File: src/rtl/fetch_mem_arbiter.sv
// Single-port SRAM arbiter shared by the IF and MEM pipeline stages.
// MEM has priority; each grant runs WAIT_CYCLES access cycles followed by one ready cycle.
module fetch_mem_arbiter #(
    parameter int N           = 32,
    parameter int WAIT_CYCLES = 2
) (
    input  logic         clk,
    input  logic         rst,
    input  logic         ifReq,
    input  logic [N-1:0] ifAddr,
    output logic [N-1:0] ifRdata,
    output logic         ifReady,
    output logic         freezeIF,
    input  logic         memReq,
    input  logic         memWe,
    input  logic [N-1:0] memAddr,
    input  logic [N-1:0] memWdata,
    output logic [N-1:0] memRdata,
    output logic         memReady,
    output logic         sramEn,
    output logic         sramWe,
    output logic [N-1:0] sramAddr,
    output logic [N-1:0] sramWdata,
    input  logic [N-1:0] sramRdata
);

    localparam logic [1:0] S_IDLE   = 2'd0;
    localparam logic [1:0] S_ACCESS = 2'd1;
    localparam logic [1:0] S_DONE   = 2'd2;

    localparam logic OWN_IF  = 1'b0;
    localparam logic OWN_MEM = 1'b1;

    localparam int            CW       = (WAIT_CYCLES > 1) ? $clog2(WAIT_CYCLES) : 1;
    localparam logic [CW-1:0] CNT_LAST = CW'(WAIT_CYCLES - 1);

    logic [1:0]    state_q, state_d;
    logic [CW-1:0] cnt_q, cnt_d;
    logic          owner_q, owner_d;
    logic          we_q, we_d;
    logic [N-1:0]  addr_q, addr_d;
    logic [N-1:0]  wdata_q, wdata_d;
    logic [N-1:0]  if_rdata_q, if_rdata_d;
    logic [N-1:0]  mem_rdata_q, mem_rdata_d;

    // Next-state: grant in IDLE, count access cycles, capture read data on the last one.
    always_comb begin
        state_d     = state_q;
        cnt_d       = cnt_q;
        owner_d     = owner_q;
        we_d        = we_q;
        addr_d      = addr_q;
        wdata_d     = wdata_q;
        if_rdata_d  = if_rdata_q;
        mem_rdata_d = mem_rdata_q;
        case (state_q)
            S_IDLE: begin
                if (memReq) begin
                    owner_d = OWN_MEM;
                    we_d    = memWe;
                    addr_d  = memAddr;
                    wdata_d = memWdata;
                    cnt_d   = {CW{1'b0}};
                    state_d = S_ACCESS;
                end else if (ifReq) begin
                    owner_d = OWN_IF;
                    we_d    = 1'b0;
                    addr_d  = ifAddr;
                    wdata_d = {N{1'b0}};
                    cnt_d   = {CW{1'b0}};
                    state_d = S_ACCESS;
                end else begin
                    state_d = S_IDLE;
                end
            end
            S_ACCESS: begin
                if (cnt_q == CNT_LAST) begin
                    cnt_d   = {CW{1'b0}};
                    state_d = S_DONE;
                    // Writes leave both read-data registers untouched.
                    if (!we_q && (owner_q == OWN_MEM)) begin
                        mem_rdata_d = sramRdata;
                    end else begin
                        mem_rdata_d = mem_rdata_q;
                    end
                    if (!we_q && (owner_q == OWN_IF)) begin
                        if_rdata_d = sramRdata;
                    end else begin
                        if_rdata_d = if_rdata_q;
                    end
                end else begin
                    cnt_d   = cnt_q + CW'(1);
                    state_d = S_ACCESS;
                end
            end
            S_DONE: begin
                state_d = S_IDLE;
            end
            default: begin
                state_d = S_IDLE;
            end
        endcase
    end

    // State and datapath registers; async reset aborts any access in flight.
    always_ff @(posedge clk or negedge rst) begin
        if (!rst) begin
            state_q     <= S_IDLE;
            cnt_q       <= {CW{1'b0}};
            owner_q     <= OWN_IF;
            we_q        <= 1'b0;
            addr_q      <= {N{1'b0}};
            wdata_q     <= {N{1'b0}};
            if_rdata_q  <= {N{1'b0}};
            mem_rdata_q <= {N{1'b0}};
        end else begin
            state_q     <= state_d;
            cnt_q       <= cnt_d;
            owner_q     <= owner_d;
            we_q        <= we_d;
            addr_q      <= addr_d;
            wdata_q     <= wdata_d;
            if_rdata_q  <= if_rdata_d;
            mem_rdata_q <= mem_rdata_d;
        end
    end

    // SRAM strobes and ready pulses decode from registered state only.
    assign sramEn    = (state_q == S_ACCESS);
    assign sramWe    = (state_q == S_ACCESS) & we_q;
    assign sramAddr  = addr_q;
    assign sramWdata = wdata_q;
    assign ifReady   = (state_q == S_DONE) & (owner_q == OWN_IF);
    assign memReady  = (state_q == S_DONE) & (owner_q == OWN_MEM);
    assign ifRdata   = if_rdata_q;
    assign memRdata  = mem_rdata_q;
    assign freezeIF  = ifReq & ~ifReady;

endmodule

File: config.mk
export PLATFORM = sky130hd
export DESIGN_NAME = fetch_mem_arbiter
export DESIGN_NICKNAME = d
export VERILOG_FILES = /design/src/rtl/fetch_mem_arbiter.sv
export SDC_FILE = /design/constraint.sdc
export NUM_CORES = 1
export LEC_CHECK = 0
export CAP_MARGIN = 20
export CORE_MARGIN = 10
export CORE_UTILIZATION = 43
export CTS_BUF_LIST = sky130_fd_sc_hd__clkbuf_4 sky130_fd_sc_hd__clkbuf_8 sky130_fd_sc_hd__clkbuf_16
export DETAILED_ROUTE_END_ITERATION = 12
export HOLD_SLACK_MARGIN = 0.03
export PLACE_DENSITY = 0.94
export SYNTH_ARGS = -nofsm -noshare
export SYNTH_HDL_FRONTEND = slang
export SYNTH_SLANG_ARGS = --single-unit
File: constraint.sdc
create_clock -name clk -period 2.9 [get_ports clk]
set_input_delay 0.87 -clock clk [delete_from_list [all_inputs] [get_ports clk]]
set_output_delay 0.87 -clock clk [all_outputs]
set_load 0.05 [all_outputs]
==> results.md, run 1 <==
- Status: finished clean
- Actual slew at the worst max-slew pin: ~0.57 ns
- Hold-fix buffers, CTS: 0
- Crit-path leading delay family: buffers and inverters
- Pins Over Slew Limit: 0
- Maximum fanout along the worst path: 5
- Clk slew on worst S/H paths: around 0.060 ns
- Cells after synthesis: 333
- Largest net degree at the start of global routing: 68
- Post-DP HPWL: 12800 µm
- Relative slew slack: 0.616
- Final core occ: 0.733
- Max_cap viols: 0
- Fin Clk Skew: around 0.015 ns
- Syn-to-layout area delta: 66.3%
- Vias per inst: approximately 5
- Initial DRC Count: 190
- Gpl congestion: 0.802
- Syn Nets: between 400 and 500
- Final hold slack: 0.425 ns
- Port-buffer cells: 265
- WP data arrival: between 1.5 and 2 ns
- Most frequent cell after synthesis: dfrtp_1
- Hold violation count in the final report: 0
- Max Clock Freq: 359 MHz
- Most area-consuming cells after synthesis: dfrtp_1 (63%), mux2_2 (27%), a22o_1 (5.4%)
- Starting Density: 0.441
- Share of the synthesized area in the top cell type: 0.626
- Top routing layer used: met4
- Internal power: a little under 7000 µW
- Vias in the first global route: roughly 4600
- Layout cells sized above 1: 0.288
- Lkg Pwr: roughly 0.0037 µW
- Nets: roughly 740
- Critical Path Start Type: flop
- Clk sinks: roughly 130
- Root buffer cell: clkbuf_16
- H-Tree Depth: 4
- WL met1: approximately 6200 µm
- Worst hold path class: primary input to asynchronous set/reset pin
- Worst vdd ir: approximately 820 µV
- Fillers: 771
- Die area: ~17000 µm²
- DR DRC count: 0
- Critical path buffers and inverters: 2
- CP Class: flop to primary output
- Synthesized cell area: roughly 5300 µm²
- Initial antenna violation count: 0
- Vias: 3918
- Reg area: about 3300 µm²
- Syn_area_per_cell: around 16 µm²
- Netlist cell types: 19
- Crit path from: state_q[1]
- CTS Buf Count: 17
- P per Cell Area: around 1400 nW/µm²
- Row cnt: 40
- Endpoint type of the worst setup path: primary output
- Clk Latency, worst-skew pair: 0.41 ns
- First-pass GRT wire length: 26000 µm
- Worst r2r src: state_q[1]
- Synth top cells by count: dfrtp_1 (133), mux2_2 (128), a22o_1 (33), buf_2 (15), and2_1 (4)
- Met2 wire length: between 8000 and 9000 µm
- Synthesis warning total: 0
- Finished Layout Cells: between 700 and 800
- Ys async rst share: 1.00
- Placed cells: roughly 750
- Total wire length: around 17000 µm
- Total track usage: 0.190
- Area occupied by multi-input gates: between 1500 and 2000 µm²
- Area leader, netlist: dfrtp_1
- Clk buf depth: 2
- Worst path cell trace: nand2b_4, inv_2, clkdlybuf4s50_1
- Tcrit/Tclk final: 0.962
- Post-DRT Antenna Nets: 0
- Largest stage delay, worst path: roughly 0.84 ns
- CTS tree: built
- RSZ-0062 raised after global routing: no
- Width of the die: ~130 µm
- Post-synth top flop: dfrtp_1
- WL met3: about 1300 µm
- Post-route setup TNS: 0 ns
- GR Overflow Total: 0
- Sw frac: 0.457
- Combinational share of power: 0.558
- Initial DRT Pass Iterations: 4
- EDFF count, synth: 0
- Top-Level Pins: roughly 270
- Clock power share: 0.182
- Sequential share of power: 0.260
- Critical-path top delay cell: clkdlybuf4s50_1
- Register area share after synthesis: 0.626
- # diodes: 0
- Count of final setup violators: 0
- Core box area: roughly 12000 µm²
- Height of the chip: 131 µm
- Number of synthesized register bits: between 100 and 150
- Net Switching: around 5800 µW
- Worst EP required: 2.03 ns
- DR WL/cell: approximately 21 µm
- Tmin final: between 2 and 3 ns
-- routing by layer --
layer,GRT usage,vias up
li1,-,1757
met5,0,-
met4,0.0706,0
met2,0.340,170
met1,0.199,1973
met3,0.0713,18
-- power by group through the flow --
| stage | Clock [µW] | Combinational [µW] | Sequential (µW) |
|---|---|---|---|
| after floorplan | 0 | 1560 | 6340 |
| after global placement | 0 | 7040 | 3260 |
| after detailed placement | 0 | 7190 | 3330 |
| after CTS | 2360 | 7210 | 3330 |
| after global routing | 2460 | 7390 | 3430 |
| final | 2320 | 7130 | 3320 |
-- kinds of logic (layout without fill, tap and decap cells) --
| kind of cell | Yosys count | in the layout | synth area share |
|---|---|---|---|
| AO/OA/AOI/OAI | 37 | 37 | 0.0590 |
| multiplexers | 128 | 128 | 0.271 |
| buffers and inverters | 22 | 307 | 0.0233 |
| flip-flops | 133 | 133 | 0.626 |
| AND/OR/NAND/NOR | 13 | 13 | 0.0209 |
-- area by class of cell --
cell class              count  area share
well taps                 168      0.0238
clock buffers              19      0.0505
flip-flops and latches    133       0.376
inverters                   1    0.000424
repair buffers            274       0.314
clock inverters            13      0.0218
multi-input cells         178       0.213
-- final timing paths --
path,to,slack [ns],depth (start not counted)
max,sramEn,0.11,3
min,sramAddr[5],0.42,1
max reg2reg,memRdata[14],1.09,5
min reg2reg,memRdata[15],0.50,1
max in group asynchronous,memRdata[11],1.70,2
min in group clk,memRdata[15],0.50,1
-- worst register-to-register path, cell delays in order (launching register included) --
cell,delay [ns]
dfrtp_1,0.40
nand2b_4,0.18
inv_2,0.09
nand4b_2,0.38
buf_16,0.33
mux2_2,0.30
-- state kept, by name, summed over array words and instances, names as in the netlist --
register,cells
cnt_q,1
ifRdata,32
memRdata,32
owner_q,1
sramAddr,32
sramWdata,32
state_q,2
we_q,1
-- per-stage QoR --
stage | instance area (µm²) | worst slack (ns) | power (µW)
floorplan | 5320 | 0.453 | 7900
CTS | 8840 | 0.0969 | 12900
detailed placement | 8210 | 0.266 | 10500
finish | 8840 | 0.112 | 12800
global placement | 8180 | 0.280 | 10300
global route | 8840 | 0.0323 | 13300
-- layout by cell type, fill, tap and decap left out, drive strengths merged --
cell | synthesis | layout
a21o | 2 | 2
a22o | 33 | 33
and2 | 4 | 4
and3b | 1 | 1
buf | 18 | 12
bufinv | 0 | 4
clkbuf | 3 | 19
clkdlybuf4s50 | 0 | 260
clkinv | 0 | 1
clkinvlp | 0 | 2
dfrtp | 133 | 133
dlygate4sd2 | 0 | 2
inv | 1 | 7
mux2 | 128 | 128
nand2 | 1 | 1
nand2b | 1 | 1
nand4b | 1 | 1
nor2 | 2 | 2
nor2b | 1 | 1
nor3b | 1 | 1
nor4b | 1 | 1
o21ai | 2 | 2
-- timing repair --
action,4_1_cts,5_1_grt
endpoints found under the setup margin,2,0
buffers inserted,0,0
resized for setup,2,0
(Power assumes the default switching activity.)
==> inputs of run 2 (changes only) <==
CORE_UTILIZATION = 35   (was 43)
PLACE_DENSITY = 0.8   (was 0.94)
==> run 2 against run 1 <==
Net effect:
- sequential share of layout area barely moved
- clock skew fell by 0.0072 ns
- sequential power barely moved
- largest cell class unchanged
- combinational power barely moved
- wire length fell by 4.3%
==> results.md, run 2 (same netlist as run 1, synthesis figures left out) <==
- Status: finished clean (unchanged)
- GR Overflow Total: 0 (unchanged)
- Nets: 742 (was 738)
- Finished layout cell area: 8840 µm² (about the same)
- Root buffer cell: clkbuf_16 (unchanged)
- Top-Level Pins: 266 (unchanged)
- Row cnt: 44 (was 40)
- Most frequent cells in the layout: clkdlybuf4s50_1 (261), dfrtp_1 (133), mux2_2 (128) (was clkdlybuf4s50_1 (260), dfrtp_1 (133), mux2_2 (128))
- Post-DRT Antenna Nets: 0 (unchanged)
- Relative slew slack: 0.631 (was 0.616)
- R2R depth: 4 (was 5)
- Core box area: 14700 µm² (was 12100 µm²)
- Largest net degree at the start of global routing: 55 (was 68)
- Gpl congestion: 0.806 (was 0.802)
- Critical Path Start Type: flop (unchanged)
- Critical-path top delay cell: clkdlybuf4s50_1 (unchanged)
- Height of the chip: 143 µm (was 131 µm)
- Tcrit/Tclk final: 0.963 (was 0.962)
- Initial DRC Count: 109 (was 190)
- CTS tree: built (unchanged)
- P per Cell Area: 1420 nW/µm² (was 1440 nW/µm²)
- WP data arrival: 1.92 ns (about the same)
- Worst EP required: 2.03 ns (about the same)
- Post-route setup TNS: 0 ns (unchanged)
- DR WL/cell: 19.8 µm (was 21.2 µm)
- Worst hold path class: primary input to asynchronous set/reset pin (unchanged)
- Width of the die: 143 µm (was 131 µm)
- Clk buf depth: 2 (unchanged)
- Maximum fanout along the worst path: 5 (unchanged)
- Initial DRT Pass Iterations: 4 (unchanged)
- Count of final setup violators: 0 (unchanged)
- Worst vdd ir: 820 µV (was 816 µV)
- Endpoint type of the worst setup path: primary output (unchanged)
- Pins Over Slew Limit: 0 (unchanged)
- Vias in the first global route: 4486 (was 4591)
- Largest stage delay, worst path: 0.83 ns (was 0.84 ns)
- Commonest non-fill, non-tap cell in the layout: clkdlybuf4s50_1 (unchanged)
- First-pass GRT wire length: 24400 µm (was 26000 µm)
- Max Clock Freq: 358 MHz (was 359 MHz)
- H-Tree Depth: 4 (unchanged)
- Vias: 3867 (was 3918)
- Fillers: 1131 (was 771)
- Worst path cell trace: and3b_1, clkdlybuf4s50_1 (was nand2b_4, inv_2, clkdlybuf4s50_1)
- Port-buffer cells: 265 (unchanged)
- RSZ-0062 raised after global routing: no (unchanged)
- Total track usage: 0.154 (was 0.190)
- Placed cell area: 8240 µm² (was 8210 µm²)
- DR DRC count: 0 (unchanged)
- CP Class: flop to primary output (unchanged)
- Actual slew at the worst max-slew pin: 0.552 ns (was 0.575 ns)
- CTS Buf Count: 17 (unchanged)
- Starting Density: 0.362 (was 0.441)
- Clk sinks: 133 (unchanged)
- Clk Latency, worst-skew pair: 0.41 ns (about the same)
- Total wire length: 15900 µm (was 16600 µm)
- Syn-to-layout area delta: 66.2% (was 66.3%)
- Initial antenna violation count: 0 (unchanged)
- Die area: 20500 µm² (was 17200 µm²)
- Lkg Pwr: 0.00371 µW (about the same)
- Max_cap viols: 0 (unchanged)
- Clk slew on worst S/H paths: 0.06 ns (about the same)
- Hold violation count in the final report: 0 (unchanged)
- Tmin final: 2.79 ns (about the same)
- Fin Clk Skew: 0.00742 ns (was 0.0146 ns)
- Post-DP HPWL: 12500 µm (was 12800 µm)
- # diodes: 0 (unchanged)
- Vias per inst: 4.80 (was 4.98)
- Layout cells sized above 1: 0.291 (was 0.288)
run 2: final cells by class:
type,count,area [µm²],area share
Tap cell,184,230,0.0260
Inverter,1,3.75,0.000425
Multi-Input combinational cell,178,1880,0.213
Sequential cell,133,3330,0.376
Clock inverter,11,125,0.0142
Timing Repair Buffer,278,2800,0.316
Clock buffer,21,474,0.0536
run 2: metrics by stage:
stage               utilization  power [µW]  setup slack, ns  hold slack [ns]  cells
CTS                       0.601       12700           0.0610            0.410    806
finish                    0.601       12500            0.106            0.402    806
floorplan                     -        7900            0.453            0.524    333
global route              0.601       13100           0.0281            0.435    806
global placement          0.559       10400            0.279            0.488    773
detailed placement        0.561       10500            0.226            0.490    774
run 2: critical path: cells and delay by family (launching register included):
kind / cells / cell delay, ns
buf+inv: 1 / 0.83
flops: 1 / 0.48
simple gates: 1 / 0.20
run 2: worst paths after layout:
kind	start	endpoint	slack, ns
max reg2reg	state_q[1]	ifRdata[5]	1.13
max	owner_q	memReady	0.11
max in group asynchronous	rst	memRdata[19]	1.84
min reg2reg	memRdata[18]	memRdata[18]	0.50
min in group clk	memRdata[18]	memRdata[18]	0.50
min	rst	sramWdata[29]	0.40
run 2: routing by layer:
metal  global-route usage  vias to the layer above  wire length (µm)
met4               0.0575                        0               290
met1                0.152                     1930              5520
met5                    0                        -                 0
met3               0.0746                       22              1670
li1                     -                     1764                 -
met2                0.273                      151              8450
run 2: report_power, final:
part	switching, µW	internal (µW)	leakage, µW
logic	4440	2670	0.00182
registers	511	2780	0.00159
clock network	788	1340	0.000293
run 2: repair_timing:
| item | 4_1_cts | 5_1_grt |
|---|---|---|
| hold buffers | 0 | 0 |
| buffers inserted | 0 | 0 |
| setup endpoints to repair | 2 | 0 |
| resized for setup | 2 | 0 |
